<file path="src/rtl/mode_sequencer_pkg.sv">
// Shared defaults and types for the push-button mode sequencer.
// Mode encodings, default sizing and inter-stage bundles.
package mode_sequencer_pkg;

  localparam int DEF_NUM_MODES = 3;
  localparam int DEF_DEBOUNCE  = 4;

  typedef enum logic [1:0] {
    MODE_OFF   = 2'd0,
    MODE_SMALL = 2'd1,
    MODE_LARGE = 2'd2
  } mode_e;

  typedef struct packed {
    logic nxt;
    logic prv;
  } step_req_t;

  typedef struct packed {
    logic changed;
    logic wrapped;
    logic blocked;
  } status_t;

  function automatic logic idle_level(input bit active_low);
    return active_low;
  endfunction

endpackage

</file>
<file path="src/rtl/mode_sequencer_btn_conditioner.sv">
// Raw button -> synchronised, debounced, single-cycle press pulse.
// A button held through reset never produces a press until released.
module btn_conditioner
  import mode_sequencer_pkg::*;
#(
  parameter int DEBOUNCE_CYCLES = DEF_DEBOUNCE,
  parameter bit ACTIVE_LOW      = 1'b1
) (
  input  logic clk,
  input  logic rst,
  input  logic raw,
  output logic press
);

  localparam logic IDLE = idle_level(ACTIVE_LOW);
  localparam int   CW   =
    (DEBOUNCE_CYCLES > 1) ? $clog2(DEBOUNCE_CYCLES) : 1;
  localparam logic [CW-1:0] CNT_LAST =
    CW'(DEBOUNCE_CYCLES - 1);

  logic          s1;
  logic          s2;
  logic          deb;
  logic          deb_d;
  logic [CW-1:0] cnt;
  logic          started;
  logic          armed;

  // two-flop synchroniser for the asynchronous raw input
  always_ff @(posedge clk) begin
    if (rst) begin
      s1 <= IDLE;
      s2 <= IDLE;
    end else begin
      s1 <= raw;
      s2 <= s1;
    end
  end

  // accept a new level only after it is stable long enough
  always_ff @(posedge clk) begin
    if (rst) begin
      deb <= IDLE;
      cnt <= '0;
    end else if (s2 != deb) begin
      if (cnt == CNT_LAST) begin
        deb <= s2;
        cnt <= '0;
      end else begin
        cnt <= cnt + CW'(1);
      end
    end else begin
      cnt <= '0;
    end
  end

  // arm only once the real input has been seen idle after reset,
  // so a button held through reset is not taken as a press
  always_ff @(posedge clk) begin
    if (rst) begin
      started <= 1'b0;
      armed   <= 1'b0;
    end else begin
      started <= 1'b1;
      if (started && s1 == IDLE)
        armed <= 1'b1;
    end
  end

  // one-cycle pulse on the idle->active edge of the debounced level
  always_ff @(posedge clk) begin
    if (rst) begin
      deb_d <= IDLE;
      press <= 1'b0;
    end else begin
      deb_d <= deb;
      press <= armed && (deb != IDLE) && (deb_d == IDLE);
    end
  end

endmodule

</file>
<file path="src/rtl/mode_sequencer.sv">
// Two push-buttons step a registered mode index up or down.
// Wraps or saturates at the ends and emits aligned status pulses.
module mode_sequencer
  import mode_sequencer_pkg::*;
#(
  parameter int NUM_MODES       = DEF_NUM_MODES,
  parameter int W               = 2,
  parameter int DEBOUNCE_CYCLES = DEF_DEBOUNCE,
  parameter bit WRAP            = 1'b1,
  parameter int RESET_MODE      = 0,
  parameter bit ACTIVE_LOW      = 1'b1
) (
  input  logic         clk,
  input  logic         rst,
  input  logic         btn_next,
  input  logic         btn_prev,
  output logic [W-1:0] control,
  output logic         changed,
  output logic         wrapped,
  output logic         blocked
);

  localparam logic [W-1:0] RST_M = W'(RESET_MODE);
  localparam logic [W:0]   LAST  = (W+1)'(NUM_MODES - 1);

  step_req_t    req;
  logic [W-1:0] mode;
  logic [W-1:0] mode_n;
  status_t      st_n;
  status_t      st_q;
  logic [W:0]   m_ext;
  logic [W:0]   m_inc;
  logic [W:0]   m_dec;

  btn_conditioner #(
    .DEBOUNCE_CYCLES (DEBOUNCE_CYCLES),
    .ACTIVE_LOW      (ACTIVE_LOW)
  ) u_next (
    .clk   (clk),
    .rst   (rst),
    .raw   (btn_next),
    .press (req.nxt)
  );

  btn_conditioner #(
    .DEBOUNCE_CYCLES (DEBOUNCE_CYCLES),
    .ACTIVE_LOW      (ACTIVE_LOW)
  ) u_prev (
    .clk   (clk),
    .rst   (rst),
    .raw   (btn_prev),
    .press (req.prv)
  );

  // step arithmetic one bit wider so the end test is exact
  always_comb begin
    mode_n = mode;
    st_n   = '0;
    m_ext  = {1'b0, mode};
    m_inc  = m_ext + (W+1)'(1);
    m_dec  = m_ext - (W+1)'(1);
    unique case (1'b1)
      req.nxt && !req.prv: begin
        if (m_ext == LAST) begin
          if (WRAP) begin
            mode_n       = '0;
            st_n.changed = 1'b1;
            st_n.wrapped = 1'b1;
          end else begin
            st_n.blocked = 1'b1;
          end
        end else begin
          mode_n       = m_inc[W-1:0];
          st_n.changed = 1'b1;
        end
      end
      req.prv && !req.nxt: begin
        if (m_ext == '0) begin
          if (WRAP) begin
            mode_n       = LAST[W-1:0];
            st_n.changed = 1'b1;
            st_n.wrapped = 1'b1;
          end else begin
            st_n.blocked = 1'b1;
          end
        end else begin
          mode_n       = m_dec[W-1:0];
          st_n.changed = 1'b1;
        end
      end
      default: ;
    endcase
  end

  // mode counter and its status flags
  always_ff @(posedge clk) begin
    if (rst) begin
      mode <= RST_M;
      st_q <= '0;
    end else begin
      mode <= mode_n;
      st_q <= st_n;
    end
  end

  // output stage keeps pulses aligned with control
  always_ff @(posedge clk) begin
    if (rst) begin
      control <= RST_M;
      changed <= 1'b0;
      wrapped <= 1'b0;
      blocked <= 1'b0;
    end else begin
      control <= mode;
      changed <= st_q.changed;
      wrapped <= st_q.wrapped;
      blocked <= st_q.blocked;
    end
  end

endmodule

</file>
<file path="config.mk">
export PLATFORM = sky130hd
export DESIGN_NAME = mode_sequencer
export DESIGN_NICKNAME = d
export VERILOG_FILES = /design/src/rtl/mode_sequencer_pkg.sv /design/src/rtl/mode_sequencer_btn_conditioner.sv /design/src/rtl/mode_sequencer.sv
export SDC_FILE = /design/constraint.sdc
export NUM_CORES = 1
export LEC_CHECK = 0
export ABC_AREA = 1
export BUFFER_PORTS_ARGS = -buffer_cell sky130_fd_sc_hd__buf_4
export CAP_MARGIN = 20
export CORE_MARGIN = 3
export CORE_UTILIZATION = 49
export CTS_CLUSTER_DIAMETER = 150
export DETAILED_ROUTE_END_ITERATION = 10
export GPL_TIMING_DRIVEN = 0
export PLACE_DENSITY = 0.71
export SETUP_SLACK_MARGIN = 0.15
export SYNTH_ARGS = -nofsm -noshare
export SYNTH_HDL_FRONTEND = slang
export SYNTH_SLANG_ARGS = --single-unit
</file>
<file path="constraint.sdc">
create_clock -name clk -period 1.1 [get_ports clk]
set_input_delay 0.22 -clock clk [delete_from_list [all_inputs] [get_ports clk]]
set_output_delay 0.22 -clock clk [all_outputs]
set_load 0.03 [all_outputs]
</file>
**After elaboration in Yosys (flattened, before gate mapping)**

Cells that the tools add are included.

- Register bits: 27
- Input bits: 4
- Logic and storage cells: 59

- Add/sub/neg operators: 4
- Equal/unequal tests: 5
- Muxes and demuxes: 7
- Bitwise operators: 4
- Reduce and logical (&&, ||, !) cells: 16

Operators with widths:

| kind | count |
|---|---|
| $logic_and A1 B1 Y1 | 8 |
| $mux W2 | 4 |
| $add A2 B1 Y2 const B | 3 |
| $eq A2 B2 Y1 const B | 3 |
| $pmux W3 S2 | 1 |
| $reduce_or A3 Y1 | 2 |
| $not A1 Y1 | 4 |
| $pmux W2 S2 | 1 |
| $reduce_and A2 Y1 | 2 |
| $logic_not A1 Y1 | 2 |
| $logic_not A2 Y1 | 1 |
| $ne A1 B1 Y1 | 2 |
| $reduce_bool A2 Y1 | 1 |
| $sub A2 B1 Y2 const B | 1 |
| $mux W1 | 1 |

**Longest topological paths before layout**

Gate-level depths: netlist (run 1).

- Depth after elaboration: 3
- Mapped depth: 6
- Depth with buffers taken out: 6

**Cells and area by module**

A second synthesis (run 1) with hierarchy kept.

- Cells, all modules: 103
- Area total of the unflattened synthesis: 929.6 um^2

By module, submodules not included:

| module | instances | cells an instance | area each (um^2) | sequential area each (um^2) |
|---|---|---|---|---|
| btn_conditioner | 2 | 29 | 274.0 | 180.2 |
| mode_sequencer | 1 | 45 | 381.6 | 160.2 |

**Worst setup path before layout (run 1)**

No wires, ideal clock.

- Path type: reg-to-reg
- From: register u_next.press
- To: register st_q[1] (netlist bit)
- Arrival time: 963 ps
- Required time: 1024 ps
- Setup slack: 62 ps
- Stages on the path, launching flop included: 5
- Period minus slack after synthesis: 1038 ps
- Path through: dfxtp_1 -> inv_1 -> ha_1 -> nor2_2 -> a21boi_0

- Word-level cells in the longest chain between the ends: 3
- Elaborated cells on any way between the ends: 4
- Those cells by class: mux (1); reduce/logical (3)

Ends and longest elaborated chain:

| what | RTL line | source |
|---|---|---|
| from (decl) | mode_sequencer_btn_conditioner.sv:12 | `output logic press` |
| from (signal assigned) | mode_sequencer_btn_conditioner.sv:77 | `press <= armed && (deb != IDLE) && (deb_d == IDLE);` |
| $logic_not A1 Y1 | mode_sequencer.sv:77 | `req.prv && !req.nxt: begin` |
| $logic_and A1 B1 Y1 | mode_sequencer.sv:77 |  |
| $pmux W3 S2 (*) | mode_sequencer.sv:62 | `unique case (1'b1)` |
| to (signal assigned) | mode_sequencer.sv:102 | `st_q <= st_n;` |
| to (decl) | mode_sequencer.sv:30 | `status_t st_q;` |

Mark *: on every way between the ends. The rest lies on a longest branch, timed or not.
A chain may end at the register's enable or synchronous reset.

**Final worst setup path (run 1)**

- From: register control[0]
- To: output port control[0]

RTL lines:

| what | RTL line | source |
|---|---|---|
| from (decl) | mode_sequencer.sv:17 | `output logic [W-1:0] control,` |
| from (signal assigned) | mode_sequencer.sv:114 | `control <= mode;` |

No word-level cell between the ends.

==> run_results.csv, run 1 <==
group,metric,value,unit
synthesis,synth_cell_type_count,13,
critical_path,crit_required,880,ps
pwr,comb_power_share,3.8,%
flow_run,drv_cap,0,
floorplanning,fp.dieH,49.0,um
critical_path,cp_top_family,"flip-flops",
finish,drive_gt1_share,34.7,%
detailed_routing,routed_wl,1500,um
worst_hold_path,hp-class,"in2reg",
critical_path,crit_buf_inv,1,
cts,clk_pin_slew,130,ps
synthesis,ys_seq_area_share,55.3,%
critical_path,path_class,"reg2out",
floorplanning,core,1610,um^2
critical_path,critPathCaptureType,"output pin",
synthesis,ys.flop_type,"dfxtp_1",
synthesis,avgSynthCellArea,8.87,um^2
global_routing,antenna_found_initial,0,
place,place_congestion,0.723,
synthesis,synth_seq_cells,25,
synthesis,ys.warnings.count,0,
sta,finClkSkew,3.26,ps
pwr,vdd_drop_max,0.972,mV
sta,min_period,1030,ps
sta,fmax,0.975,GHz
pwr,sw_frac_of_total,22.3,%
cts,htreeDepth,1,
detailed_routing,ant_nets,0,
sta,final.period_utilization,93.3,%
critical_path,regToRegSetupSlack,120,ps
synthesis,synth_top_area_cell,"dfxtp_1",
pwr,netSwitchingPower,0.311,mW
detailed_routing,drt_iter0_markers,7,
critical_path,crit_fanout,1,
sta,finalMaxSlewViolations,0,
synthesis,ys_async_sr_fraction,0,%
synthesis,yosysMostFrequentCell,"dfxtp_1",
synthesis,syn_inst,102,
detailed_routing,viasPerCell,4.52,
synthesis,synth-edff-count,0,
pwr,power_density,1210,nW/um^2
sta,rsz0062_at_grt,"true",
sta,hold_viol,0,
cts,tritoncts,"built",
pwr,power.total,1.39,mW
detailed_routing,vias,642,
cts,clock_path_buffers,2,
finish,seq_area,512,um^2
floorplanning,start_util,56.1,%
floorplanning,rows,14,
pwr,p_leak,0.520,nW
place,numPortBuffers,7,
finish,nFillCells,129,
detailed_routing,firstDrtPassIters,3,
cts,cts.sinks,25,
synthesis,synthTopCellsByArea,"dfxtp_1, ha_1, nand2_1",
global_routing,grt_overflow_total,0,
finish,area_growth_syn_to_layout,27.7,%
critical_path,cp.arrival,810,ps
pwr,pwr-share-seq,66.9,%
critical_path,slowest_stage,"dfxtp_2",
floorplanning,die_width,49.0,um
synthesis,synth_fp_nets,115,
finish,antenna_cells,0,
global_routing,grt_pass1_wl,2460,um
detailed_routing,drc_errors,0,
floorplanning,io_pins,9,
synthesis,ys_top_cells_by_count,"dfxtp_1, nand2_1, inv_1",
run_status,run_status,"completed",
critical_path,critPathMaxStageDelay,360,ps
sta,setup_viol,0,
global_routing,grt_max_degree,15,
finish,multi_input_area,392,um^2
cts,cts_buffers,3,
global_routing,grt.total_usage,13.8,%
global_routing,grt_pass1_vias,619,
sta,fin_tns_setup,0,ps
pwr,p_int,1.08,mW
synthesis,netlist_area,905,um^2
cts,insertion_delay,330,ps
synthesis,synthDominantCellAreaShare,55.3,%
detailed_routing,drt-wirelength-per-cell,10.6,um
floorplanning,die_area,2400,um^2
cts,cts-root-buf,"clkbuf_4",
finish,layout.nets,132,
critical_path,critPathLaunchType,"flop",
critical_path,crit_chain,"buf_6",
pwr,clock_power_share,29.4,%
place,dpl.hpwl,977,um
==> power by group through the flow <==
| stage | Sequential, mW | Combinational, mW | Clock [mW] |
|---|---|---|---|
| 6_report | 0.932 | 0.0524 | 0.409 |
| 4_1_cts | 0.931 | 0.0525 | 0.415 |
| 5_1_grt | 0.934 | 0.0602 | 0.453 |
| 2_1_floorplan | 0.949 | 0.0337 | 0 |
| 3_5_place_dp | 0.952 | 0.0514 | 0 |
| 3_3_place_gp | 0.950 | 0.0486 | 0 |
==> cells in the final DEF, fill, tap and decap left out <==
cell type	instances
a21boi_2	1
a21oi_1	4
buf_4	8
buf_6	6
clkbuf_4	3
clkinv_2	1
conb_1	1
dfxtp_1	16
dfxtp_2	9
ha_1	3
ha_2	3
ha_4	3
inv_1	14
inv_2	2
inv_4	1
nand2_1	17
nand2_2	1
nand3_1	2
nand3_2	2
nor2_1	14
nor2_4	1
o21ai_0	2
or2_1	4
==> logic make-up (layout without fill, tap and decap cells) <==
| logic type | Yosys count | after routing | share of synthesized area, % |
|---|---|---|---|
| other | 1 | 1 | 0.415 |
| and+or+nand+nor | 41 | 41 | 18.9 |
| DFF | 25 | 25 | 55.3 |
| adders and majority gates | 9 | 9 | 12.4 |
| buffers and inverters | 19 | 35 | 8.71 |
| AOI/OAI and AO/OA | 7 | 7 | 4.15 |
==> routing by layer <==
metal  global-route usage, %  share of wire (%)
met5                       0                  0
met3                    3.67                3.9
met4                    9.95                2.3
met1                    13.4                 40
met2                    25.1                 54
==> path summary, 6_finish.rpt <==
path,from,end,cells past startpoint
setup reg to reg,u_next.press,st_q[1],4
hold reg to reg,st_q[2],changed,2
hold / removal,btn_prev,u_prev.s1,2
setup / recovery,control[0],control[0],1
==> what timing repair did <==
item / 4_1_cts / 5_1_grt
setup endpoints to repair: 7 / 14
setup buffers: 4 / 1
hold buffers: 0 / 0
pin swaps: 3 / 9
cloned: 0 / 0
hold endpoints to repair: 0 / 0
resized for setup: 19 / 12
==> sequential cells by signal, summed over array words and instances (netlist names) <==
name and count:
changed 1, control 2, mode 2, st_q 2, u_next.armed 1, u_next.cnt 2, u_next.deb 1, u_next.deb_d 1
u_next.press 1, u_next.s1 1, u_next.s2 1, u_next.started 1, u_prev.armed 1, u_prev.cnt 2, u_prev.deb 1, u_prev.deb_d 1
u_prev.press 1, u_prev.s1 1, u_prev.s2 1, wrapped 1
==> area by class of cell <==
class / count / area share, %
Buffer: 2 / 1.30
Tap cell: 24 / 2.60
Sequential cell: 25 / 44.3
Inverter: 17 / 5.74
Timing Repair Buffer: 12 / 9.75
Multi-Input combinational cell: 58 / 33.9
Clock inverter: 1 / 0.433
Clock buffer: 3 / 1.95
==> through the flow <==
stage / hold slack (ps) / utilization, % / instance area [um^2] / instances / worst slack, ps
after detailed placement: 393 / 62.0 / 1000 / 133 / 32.7
after CTS: 64.7 / 68.1 / 1100 / 141 / 75.9
after global placement: 392 / 62.0 / 1000 / 133 / 76.6
final: 60.6 / 71.7 / 1150 / 142 / 73.8
after global routing: 63.3 / 71.7 / 1150 / 142 / 36.8
after floorplan: 303 / - / 917 / 102 / 150
Note: power is estimated with default switching activity, not from simulation.
==> run 2: changes to the inputs <==
Settings changed: CORE_UTILIZATION 49 to 40, PLACE_DENSITY 0.71 to 0.6, SETUP_SLACK_MARGIN 0.15 to 0.5, SKIP_CTS_REPAIR_TIMING set to 1.
==> run 2 against run 1 <==
  * Fmax increased by 0.33%
  * Die area increased by 20%
  * Critical endpoint is now changed
  * Worst hold slack improved by 3.2 ps
==> run_results.csv, run 2 (synthesis gave the netlist of run 1 again) <==
group,metric,value,unit
finish,final_cell_mix,"nand2_1, inv_1, dfxtp_2, nor2_1, dfxtp_1",
critical_path,r2r_start,"u_next.press",
critical_path,crit_start,"changed",
detailed_routing,viasPerCell,4.45,
detailed_routing,drt-wirelength-per-cell,10.4,um
pwr,clock_power_share,29.4,%
pwr,vdd_drop_max,1.15,mV
sta,final.period_utilization,93.0,%
flow_run,drv_cap,0,
worst_hold_path,hp-class,"in2reg",
worst_hold_path,hold_depth,2,
place,numPortBuffers,7,
floorplanning,core,2040,um^2
critical_path,crit_chain,"buf_6",
critical_path,critPathMaxStageDelay,360,ps
critical_path,slowest_stage,"dfxtp_4",
finish,antenna_cells,0,
pwr,comb_power_share,4.9,%
detailed_routing,drt_iter0_markers,4,
global_routing,grt_overflow_total,0,
cts,insertion_delay,320,ps
pwr,p_int,1.08,mW
detailed_routing,vias,627,
cts,cts.sinks,25,
finish,layout.nets,128,
floorplanning,fp.dieH,53.6,um
detailed_routing,routed_wl,1460,um
place,place_congestion,0.821,
floorplanning,start_util,44.3,%
global_routing,grt_pass1_wl,2460,um
pwr,pwr-share-seq,65.6,%
sta,finClkSkew,8.71,ps
global_routing,antenna_found_initial,0,
cts,clock_path_buffers,2,
sta,hold_viol,0,
cts,clk_pin_slew,140,ps
finish,postLayoutCellArea,1220,um^2
pwr,power_density,1150,nW/um^2
floorplanning,die_area,2870,um^2
floorplanning,io_pins,9,
finish,area_growth_syn_to_layout,35.4,%
global_routing,grt_max_degree,16,
critical_path,cp.arrival,800,ps
pwr,power.total,1.41,mW
pwr,p_leak,0.505,nW
sta,finalMaxSlewViolations,0,
critical_path,crit_required,880,ps
sta,fin_tns_setup,0,ps
place,placed_cell_area,1080,um^2
critical_path,crit_cells,1,
finish,nFillCells,177,
critical_path,crit_buf_inv,1,
cts,cts_buffers,3,
critical_path,cp_top_family,"flip-flops",
floorplanning,rows,16,
critical_path,worst_r2r_path_depth,4,
finish,multi_input_area,457,um^2
cts,htreeDepth,1,
critical_path,crit_fanout,1,
critical_path,critPathLaunchType,"flop",
sta,rsz0062_at_grt,"true",
pwr,netSwitchingPower,0.321,mW
sta,setup_viol,0,
global_routing,grt_pass1_vias,605,
finish,seq_area,537,um^2
worst_hold_path,min_from,"btn_prev",
place,dpl.hpwl,1100,um
floorplanning,die_width,53.6,um
finish,mostFrequentLayoutCell,"nand2_1",
global_routing,grt.total_usage,12.5,%
detailed_routing,drc_errors,0,
cts,cts-root-buf,"clkbuf_4",
sta,min_period,1020,ps
critical_path,path_class,"reg2out",
critical_path,critPathCaptureType,"output pin",
finish,drive_gt1_share,50.9,%
sta,fmax,0.978,GHz
cts,tritoncts,"built",
detailed_routing,ant_nets,0,
run_status,run_status,"completed",
detailed_routing,firstDrtPassIters,4,
pwr,sw_frac_of_total,22.8,%
run 2: changes by cell type in the layout (fill, tap and decap cells not counted), sizes merged:
cell    change
clkinv      -1
inv         +1
buf         -4
run 2: layer usage:
metal / global-route usage (%) / vias to the layer above / routed length (um)
met4: 5.11 / 0 / 18
met2: 21.4 / 11 / 748
met5: 0 / - / 0
met3: 5.82 / 2 / 73
met1: 13.2 / 284 / 620
li1: - / 330 / -
run 2: power groups by stage:
stage	logic [mW]	registers [mW]	clock network, mW
2_1_floorplan	0.0386	0.941	0
3_3_place_gp	0.0557	0.943	0
3_5_place_dp	0.0584	0.944	0
4_1_cts	0.0590	0.924	0.429
5_1_grt	0.0786	0.925	0.465
6_report	0.0695	0.922	0.414
run 2: worst paths after layout:
kind | end | slack (ps)
setup reg to reg | st_q[1] | 120
hold / removal | u_prev.s1 | 60
setup / recovery | changed | 80
hold reg to reg | changed | 410
run 2: through the flow:
| step | hold WS [ps] | util [%] | std cells | setup slack (ps) |
|---|---|---|---|---|
| after floorplan | 294 | - | 102 | 223 |
| after global placement | 380 | 53.1 | 136 | 175 |
| after detailed placement | 390 | 53.1 | 136 | 170 |
| after CTS | 58.4 | 54.5 | 140 | 40.3 |
| after global routing | 55.1 | 60.0 | 141 | 37.2 |
| final | 63.8 | 60.0 | 141 | 77.2 |
run 2: layout make-up:
class	instances	share of cell area (%)
Sequential cell	25	43.8
Multi-Input combinational cell	58	37.3
Timing Repair Buffer	8	6.13
Inverter	17	5.82
Tap cell	27	2.76
Clock buffer	3	1.84
Buffer	2	1.84
Clock inverter	1	0.511
